### src/rtl/trace_chk_pkg.sv
// Shared definitions for the instruction trace checker: FSM state encoding
// and default parameter values used by instr_trace_checker and trace_exp_mem.
package trace_chk_pkg;

   typedef enum logic [1:0] {
      ST_IDLE = 2'd0,
      ST_RUN  = 2'd1,
      ST_DONE = 2'd2
   } trace_state_t;

   localparam int TRACE_INSTR_W    = 16;
   localparam int TRACE_PC_W       = 16;
   localparam int TRACE_DEPTH      = 16;
   localparam int TRACE_MAX_CHECKS = 15;
   localparam int TRACE_CNT_W      = 8;

   // Instructions are 2 bytes wide, so the table index is the PC shifted by one.
   localparam int PC_STEP_SHIFT    = 1;

endpackage

### src/rtl/trace_exp_mem.sv
// Expected-instruction table for the trace checker. Data words live in a
// plain array (no reset needed); each entry has a valid bit that is cleared
// by rst and set when the entry is written. Read is combinational.
module trace_exp_mem
   import trace_chk_pkg::*;
#(
   parameter int INSTR_W = TRACE_INSTR_W,
   parameter int DEPTH   = TRACE_DEPTH,
   parameter int AW      = $clog2(DEPTH)
)(
   input  logic               clk,
   input  logic               rst,
   input  logic               wr_en,
   input  logic [AW-1:0]      wr_addr,
   input  logic [INSTR_W-1:0] wr_data,
   input  logic [AW-1:0]      rd_addr,
   output logic [INSTR_W-1:0] rd_data,
   output logic               rd_valid
);

   logic [INSTR_W-1:0] data_mem [DEPTH];
   logic [DEPTH-1:0]   valid_reg;
   logic [DEPTH-1:0]   valid_set;

   // One-hot decode of the write address into per-entry set strobes.
   generate
      for (genvar gi = 0; gi < DEPTH; gi++) begin : g_valid_set
         assign valid_set[gi] = wr_en && (wr_addr == AW'(gi));
      end
   endgenerate

   // Table data write; contents survive reset and are only trusted via valid bits.
   always_ff @(posedge clk) begin
      if (wr_en) begin
         data_mem[wr_addr] <= wr_data;
      end
   end

   // Valid bits: cleared on reset, set sticky on write.
   always_ff @(posedge clk or posedge rst) begin
      if (rst) begin
         valid_reg <= '0;
      end else begin
         valid_reg <= valid_reg | valid_set;
      end
   end

   assign rd_data  = data_mem[rd_addr];
   assign rd_valid = valid_reg[rd_addr];

endmodule

### config.mk
export PLATFORM = sky130hd
export DESIGN_NAME = trace_exp_mem
export DESIGN_NICKNAME = d
export VERILOG_FILES = /design/src/rtl/trace_chk_pkg.sv /design/src/rtl/trace_exp_mem.sv
export SDC_FILE = /design/constraint.sdc
export NUM_CORES = 1
export LEC_CHECK = 0
export ABC_AREA = 0
export CAP_MARGIN = 20
export CORE_ASPECT_RATIO = 1.5
export CORE_MARGIN = 4
export CORE_UTILIZATION = 60
export CTS_CLUSTER_SIZE = 28
export DETAILED_ROUTE_END_ITERATION = 6
export HOLD_SLACK_MARGIN = 0.02
export PLACE_DENSITY = 0.9
export SYNTH_ARGS = -nofsm -noshare
export SYNTH_HDL_FRONTEND = slang
export SYNTH_SLANG_ARGS = --single-unit
### constraint.sdc
create_clock -name clk -period 2.65 [get_ports clk]
set_input_delay 0.53 -clock clk [delete_from_list [all_inputs] [get_ports clk]]
set_output_delay 0.53 -clock clk [all_outputs]
set_load 0.005 [all_outputs]
==> results.md, run 1 <==
- Crit. Startpoint: rd_addr[0]
- Core area: 0.0168 sq mm
- Crit end category: output pin
- Final setup vio count: 0
- Top post-synthesis cells by count: edfxtp_1 (256), mux4_2 (61), a22oi_1 (34)
- Yosys top cell by area: edfxtp_1
- Initial antenna violation count: 0
- DP HPWL: 13.7 mm
- Crit Path Class: in -> out
- Worst r2r src: valid_reg[5]
- Synth-to-layout area growth: 21.5%
- Crit-path max FO: 8
- Max reg flops: 256
- Max-slew violation count: 0
- Mapped Area: 0.0103 sq mm
- Cell with the most instances after synthesis: edfxtp_1
- Finished Layout Cells: 800
- Ys flop type: edfxtp_1
- #FFs+latches synth: 272
- M3 GR Usage: 0.0426
- Drt via density: 6.78
- Fill cell count: 874
- TritonRoute pass-1 iters: 7
- Post-Place Cells: 737
- Power per Cell Area: 710 mW/mm^2
- Status: finished, final reports clean
- Area contributors post-synth: edfxtp_1 (74%), mux4_2 (13%), dfrtp_1 (3.9%), a22oi_1 (2.5%), mux4_1 (1.8%)
- Clock-pin transition on the worst setup and hold timing paths: 0.07 ns
- Antenna diode count: 0
- FFs w/ async S/R, synth: 0.0588
- Residual DRC count: 0
- Avg Cell Area, Syn: 22.6 sq um
- Antenna-violating nets left: 0
- I/O pins: 44
- Clock root buffer: clkbuf_16
- Pleak: 4.20 nW
- Netlist cell types: 22
- GR Overflow Total: 0
- Row cnt: 58
- Nets@finish: 599
- Hold Path Class: in -> async
- Depth of the CTS H-tree: 1
- VDD IR max: 0.673 mV
- Die height: 169 um
- Clock Latency Late Sink: 0.52 ns
- 1st-iter DRT viols: 807
- Final Critical Period: 2.62 ns
- Die area: 0.0194 sq mm
- Clk_skew: 0 ns
- I/O Buffers: 43
- Share of the synthesized area in the top cell type: 0.743
- Max Root-Sink Buffers: 3
- Arr. time, crit path: 2.09 ns
- Gr usage total: 0.266
- Fin. Hold Viols: 0
- Setup_tns: 0 ns
- Post-synthesis sequential area ratio: 0.782
- Clock sinks: 272
- First-pass GRT wire length: 36.8 mm
- Critical path data required time: 2.12 ns
- Placer Congestion: 0.791
- Crit path launch type: input port
- Final Cycle Share: 0.989
- Hold buffers post-CTS: 0
- Final Power: 8.92 mW
- TritonCTS clock tree: done
- Met1 GRT Util: 0.348
- Initial Utilization: 0.614
- Tightest Pin Transition: 0.631 ns
- Sequential cell area: 0.00809 sq mm
- Vias in the first global route: 5,693
- Total CTS buffers: 24
- Post-synth EDFFs: 256
- Max_cap viols: 0
- Wirelength, routed: 26.1 mm
- Cells after Synth: 458
- Yosys warns: 0
- Wire per inst: 32.6 um
- Die W: 115 um
- Vias: 5,421
- Grt peak-use layer: met2
- Largest net degree at the start of global routing: 35
- Synth Net Count: 485
- Max_slew headroom: 0.579
- Multi-input gate area in the final layout: 0.00229 sq mm
- Grt met2 use: 0.444
- Max Freq: 381 MHz
- Layout cells sized above 1: 0.383
final timing paths:
check	to	slack, ns	cells past startpoint
max	rd_data[5]	0.03	7
min	valid_reg[14]	0.41	2
max reg2reg	valid_reg[5]	1.80	1
min reg2reg	valid_reg[8]	0.49	1
max in group asynchronous	valid_reg[4]	1.83	2
min in group clk	valid_reg[8]	0.49	1
kinds of logic (layout without fill, tap and decap cells):
kind of cell	count (synthesis)	after routing	synth area share
mux	68	68	0.151
buf+inv	24	156	0.0140
simple gates	60	60	0.0287
flops	272	272	0.782
compound gates	34	34	0.0247
timing repair:
item | 4_1_cts | 5_1_grt
cloned | 3 | 1
resized for setup | 50 | 8
pin swaps | 6 | 1
endpoints found under the setup margin | 17 | 4
buffers inserted | 2 | 13
cells in the final DEF, fill, tap and decap left out:
| master | n |
|---|---|
| clkdlybuf4s50_1 | 22 |
| mux4_2 | 62 |
| nor2_2 | 13 |
| inv_1 | 1 |
| nand3_1 | 1 |
| clkbuf_1 | 4 |
| buf_12 | 12 |
| a22oi_1 | 12 |
| clkinvlp_4 | 2 |
| nand3b_1 | 2 |
| and2_4 | 1 |
| dlygate4sd2_1 | 16 |
| inv_6 | 3 |
| or2_2 | 16 |
| buf_2 | 1 |
| clkinv_1 | 5 |
| clkinv_2 | 3 |
| dfrtp_1 | 16 |
| buf_4 | 52 |
| or3b_2 | 1 |
| nor2b_4 | 2 |
| mux4_1 | 6 |
| nor3_2 | 4 |
| bufinv_16 | 1 |
| a22oi_2 | 22 |
| buf_16 | 4 |
| clkbuf_16 | 26 |
| nand2b_1 | 2 |
| clkinv_4 | 1 |
| nand2_1 | 18 |
| edfxtp_1 | 256 |
| dlymetal6s2s_1 | 3 |
power breakdown:
part | leakage [nW] | switching [mW] | internal, mW | total [mW]
clock network | 0.365 | 1.51 | 1.84 | 3.35
logic | 1.36 | 0.341 | 0.343 | 0.683
registers | 2.48 | 0.0617 | 4.83 | 4.89
total | 4.20 | 1.91 | 7.01 | 8.92
area by class of cell:
type | instances | share of cell area
repair buffers | 111 | 0.0930
flip-flops and latches | 272 | 0.644
clock inverters | 15 | 0.00906
multi-input cells | 162 | 0.182
clock buffers | 29 | 0.0510
well taps | 210 | 0.0209
inverters | 1 | 0.000299
critical path: stages:
cell and delay [ns]:
buf_16 0.14, buf_4 0.15, buf_12 0.13, mux4_1 0.55, a22oi_1 0.19, nand2_1 0.09
dlygate4sd2_1 0.29
through the flow:
| stage | hold WS, ns | setup WS (ns) | util | instance area [sq um] |
|---|---|---|---|---|
| global route | 0.463 | -0.0187 | 0.746 | 12600 |
| global placement | 0.446 | -0.152 | 0.679 | 11400 |
| floorplan | 0.434 | 0.0341 | - | 10300 |
| detailed placement | 0.450 | -0.183 | 0.679 | 11400 |
| CTS | 0.393 | 0.00192 | 0.737 | 12400 |
| finish | 0.412 | 0.0281 | 0.746 | 12600 |
metal layers:
| layer | part of all wire | wire (um) | vias up |
|---|---|---|---|
| met1 | 0.34 | 8800 | 2763 |
| met5 | 0 | 0 | - |
| met3 | 0.092 | 2410 | 74 |
| met2 | 0.53 | 13800 | 427 |
| met4 | 0.041 | 1080 | 0 |
| li1 | - | - | 2157 |
No activity file was read; power rests on OpenSTA's default activity.
==> run 2, diff against run 1 <==
- CAP_MARGIN: 20 -> 5
- CORE_ASPECT_RATIO: 1.5 -> 0.9
==> results.md, run 2 (same netlist as run 1, synthesis figures left out) <==
- Status: finished, final reports clean
- Hold slack final: 0.375 ns
- Hold Path Class: in -> async
- Depth of the CTS H-tree: 1
- 1st-iter DRT viols: 581
- Crit path launch type: input port
- Residual DRC count: 0
- Crit. Startpoint: rd_addr[0]
- Psw: 1.87 mW
- Critical path data required time: 2.12 ns
- Nets@finish: 579
- Fin. Hold Viols: 0
- I/O Buffers: 43
- Row cnt: 45
- Finished Layout Cells: 782
- Core area: 0.0169 sq mm
- Largest net degree at the start of global routing: 26
- Arr. time, crit path: 2.10 ns
- P_int: 7.10 mW
- Final setup vio count: 0
- Max_slew headroom: 0.586
- Final Core Density: 0.740
- Initial Utilization: 0.612
- Max Freq: 381 MHz
- Placer Congestion: 0.753
- Die W: 146 um
- Initial antenna violation count: 0
- Commonest non-fill, non-tap cells in the layout: edfxtp_1 (256), mux4_2 (62), clkbuf_16 (25)
- Clock sinks: 272
- Total CTS buffers: 25
- Max-slew violation count: 0
- Antenna-violating nets left: 0
- DP HPWL: 12.2 mm
- Final Power: 8.97 mW
- Wire per inst: 31.1 um
- Switch share: 0.208
- Final Cycle Share: 0.991
- Drt via density: 6.67
- Tightest Pin Transition: 0.619 ns
- Gr usage total: 0.259
- Clock network fraction of total power: 0.382
- Clock Latency Late Sink: 0.51 ns
- Clock-pin transition on the worst setup and hold timing paths: 0.07 ns
- Max Root-Sink Buffers: 3
- Critical-path top delay cell: mux4_2
- Max_cap viols: 0
- Commonest non-fill, non-tap cell in the layout: edfxtp_1
- Flop pwr share: 0.543
- Comb power frac: 0.074
- Post-Place Cells: 723
- VDD IR max: 0.598 mV
- Die height: 133 um
- First-pass GRT wire length: 36.4 mm
- Synth-to-layout area growth: 20.8%
- Crit end category: output pin
- CP peak stage delay: 0.50 ns
- Clk_skew: 0 ns
- I/O pins: 44
- TritonRoute pass-1 iters: 5
- Layout cells sized above 1: 0.356
- Vias: 5,217
- Vias in the first global route: 5,617
- Die area: 0.0194 sq mm
- Clock root buffer: clkbuf_16
- Crit-path max FO: 6
- Wirelength, routed: 24.3 mm
- Fill cell count: 929
- Final Critical Period: 2.63 ns
- Crit Path Class: in -> out
- Worst r2r src: valid_reg[3]
- TritonCTS clock tree: done
- Antenna diode count: 0
- CP Cell Sequence: bufbuf_16 > buf_16 > buf_4 > mux4_2 > a22oi_2 > nand2_1 > dlygate4sd2_1
- Power per Cell Area: 717 mW/mm^2
- GR Overflow Total: 0
- Max reg flops: 256
- Pleak: 4.13 nW
run 2: cell types whose count changed in the layout (fill, tap and decap cells not counted), moves of 2 or more:
cell,delta
buf_4,-28
inv_6,-2
a22oi_1,+3
a22oi_2,-3
buf_6,+2
clkbuf_1,+2
buf_12,+2
dlymetal6s2s_1,-3
bufbuf_16,+3
clkinv_2,+5
clkinvlp_4,-2
run 2: per-layer routing:
metal  GRT usage  vias up  routed length, um
met1       0.338     2733               8720
met4      0.0899        0                892
met3      0.0586       64               2180
li1            -     2123                  -
met5           0        -                  0
met2       0.438      297              12500
run 2: area by class of cell:
type                       count  area, sq um  share of cell area
tap                          211          264              0.0211
multi-input combinational    162         2260               0.181
timing repair buffer          90         1110              0.0886
inverter                       1         3.75            0.000300
clock buffer                  31          648              0.0519
clock inverter                15          124             0.00991
sequential                   272         8090               0.647
run 2: what timing repair did:
| action | in CTS | in global routing |
|---|---|---|
| buffers inserted | 4 | 3 |
| pin swaps | 7 | 3 |
| hold buffers | 0 | 0 |
| cloned | 6 | 0 |
| setup endpoints to repair | 17 | 5 |
| resized for setup | 55 | 4 |
run 2: worst paths after layout:
check,slack (ns),end,depth (start not counted)
max,0.02,rd_data[14],7
min,0.37,valid_reg[14],2
max reg2reg,1.83,valid_reg[3],1
min reg2reg,0.47,valid_reg[13],1
max in group asynchronous,1.89,valid_reg[1],2
min in group clk,0.47,valid_reg[13],1
run 2: power by group through the flow:
stage	clock (mW)	sequential (mW)	combinational [mW]
after floorplan	0	4.94	0.314
after global placement	0	4.95	0.566
after detailed placement	0	4.96	0.591
after CTS	3.45	4.87	0.654
after global routing	3.66	4.88	0.706
final	3.43	4.87	0.664
run 2: stage by stage:
| stage | setup TNS (ns) | setup slack [ns] | cell area [sq um] |
|---|---|---|---|
| CTS | 0 | 0.0120 | 12500 |
| floorplan | 0 | 0.0341 | 10300 |
| global route | -0.00371 | -0.00371 | 12500 |
| global placement | -1.72 | -0.173 | 11400 |
| finish | 0 | 0.0243 | 12500 |
| detailed placement | -2.31 | -0.247 | 11400 |
run 2: worst max-delay path, delay by kind of cell:
family	cells	cell delay, ns
AO/OA/AOI/OAI	1	0.18
buffers and inverters	4	0.78
AND/OR/NAND/NOR	1	0.09
multiplexers	1	0.50
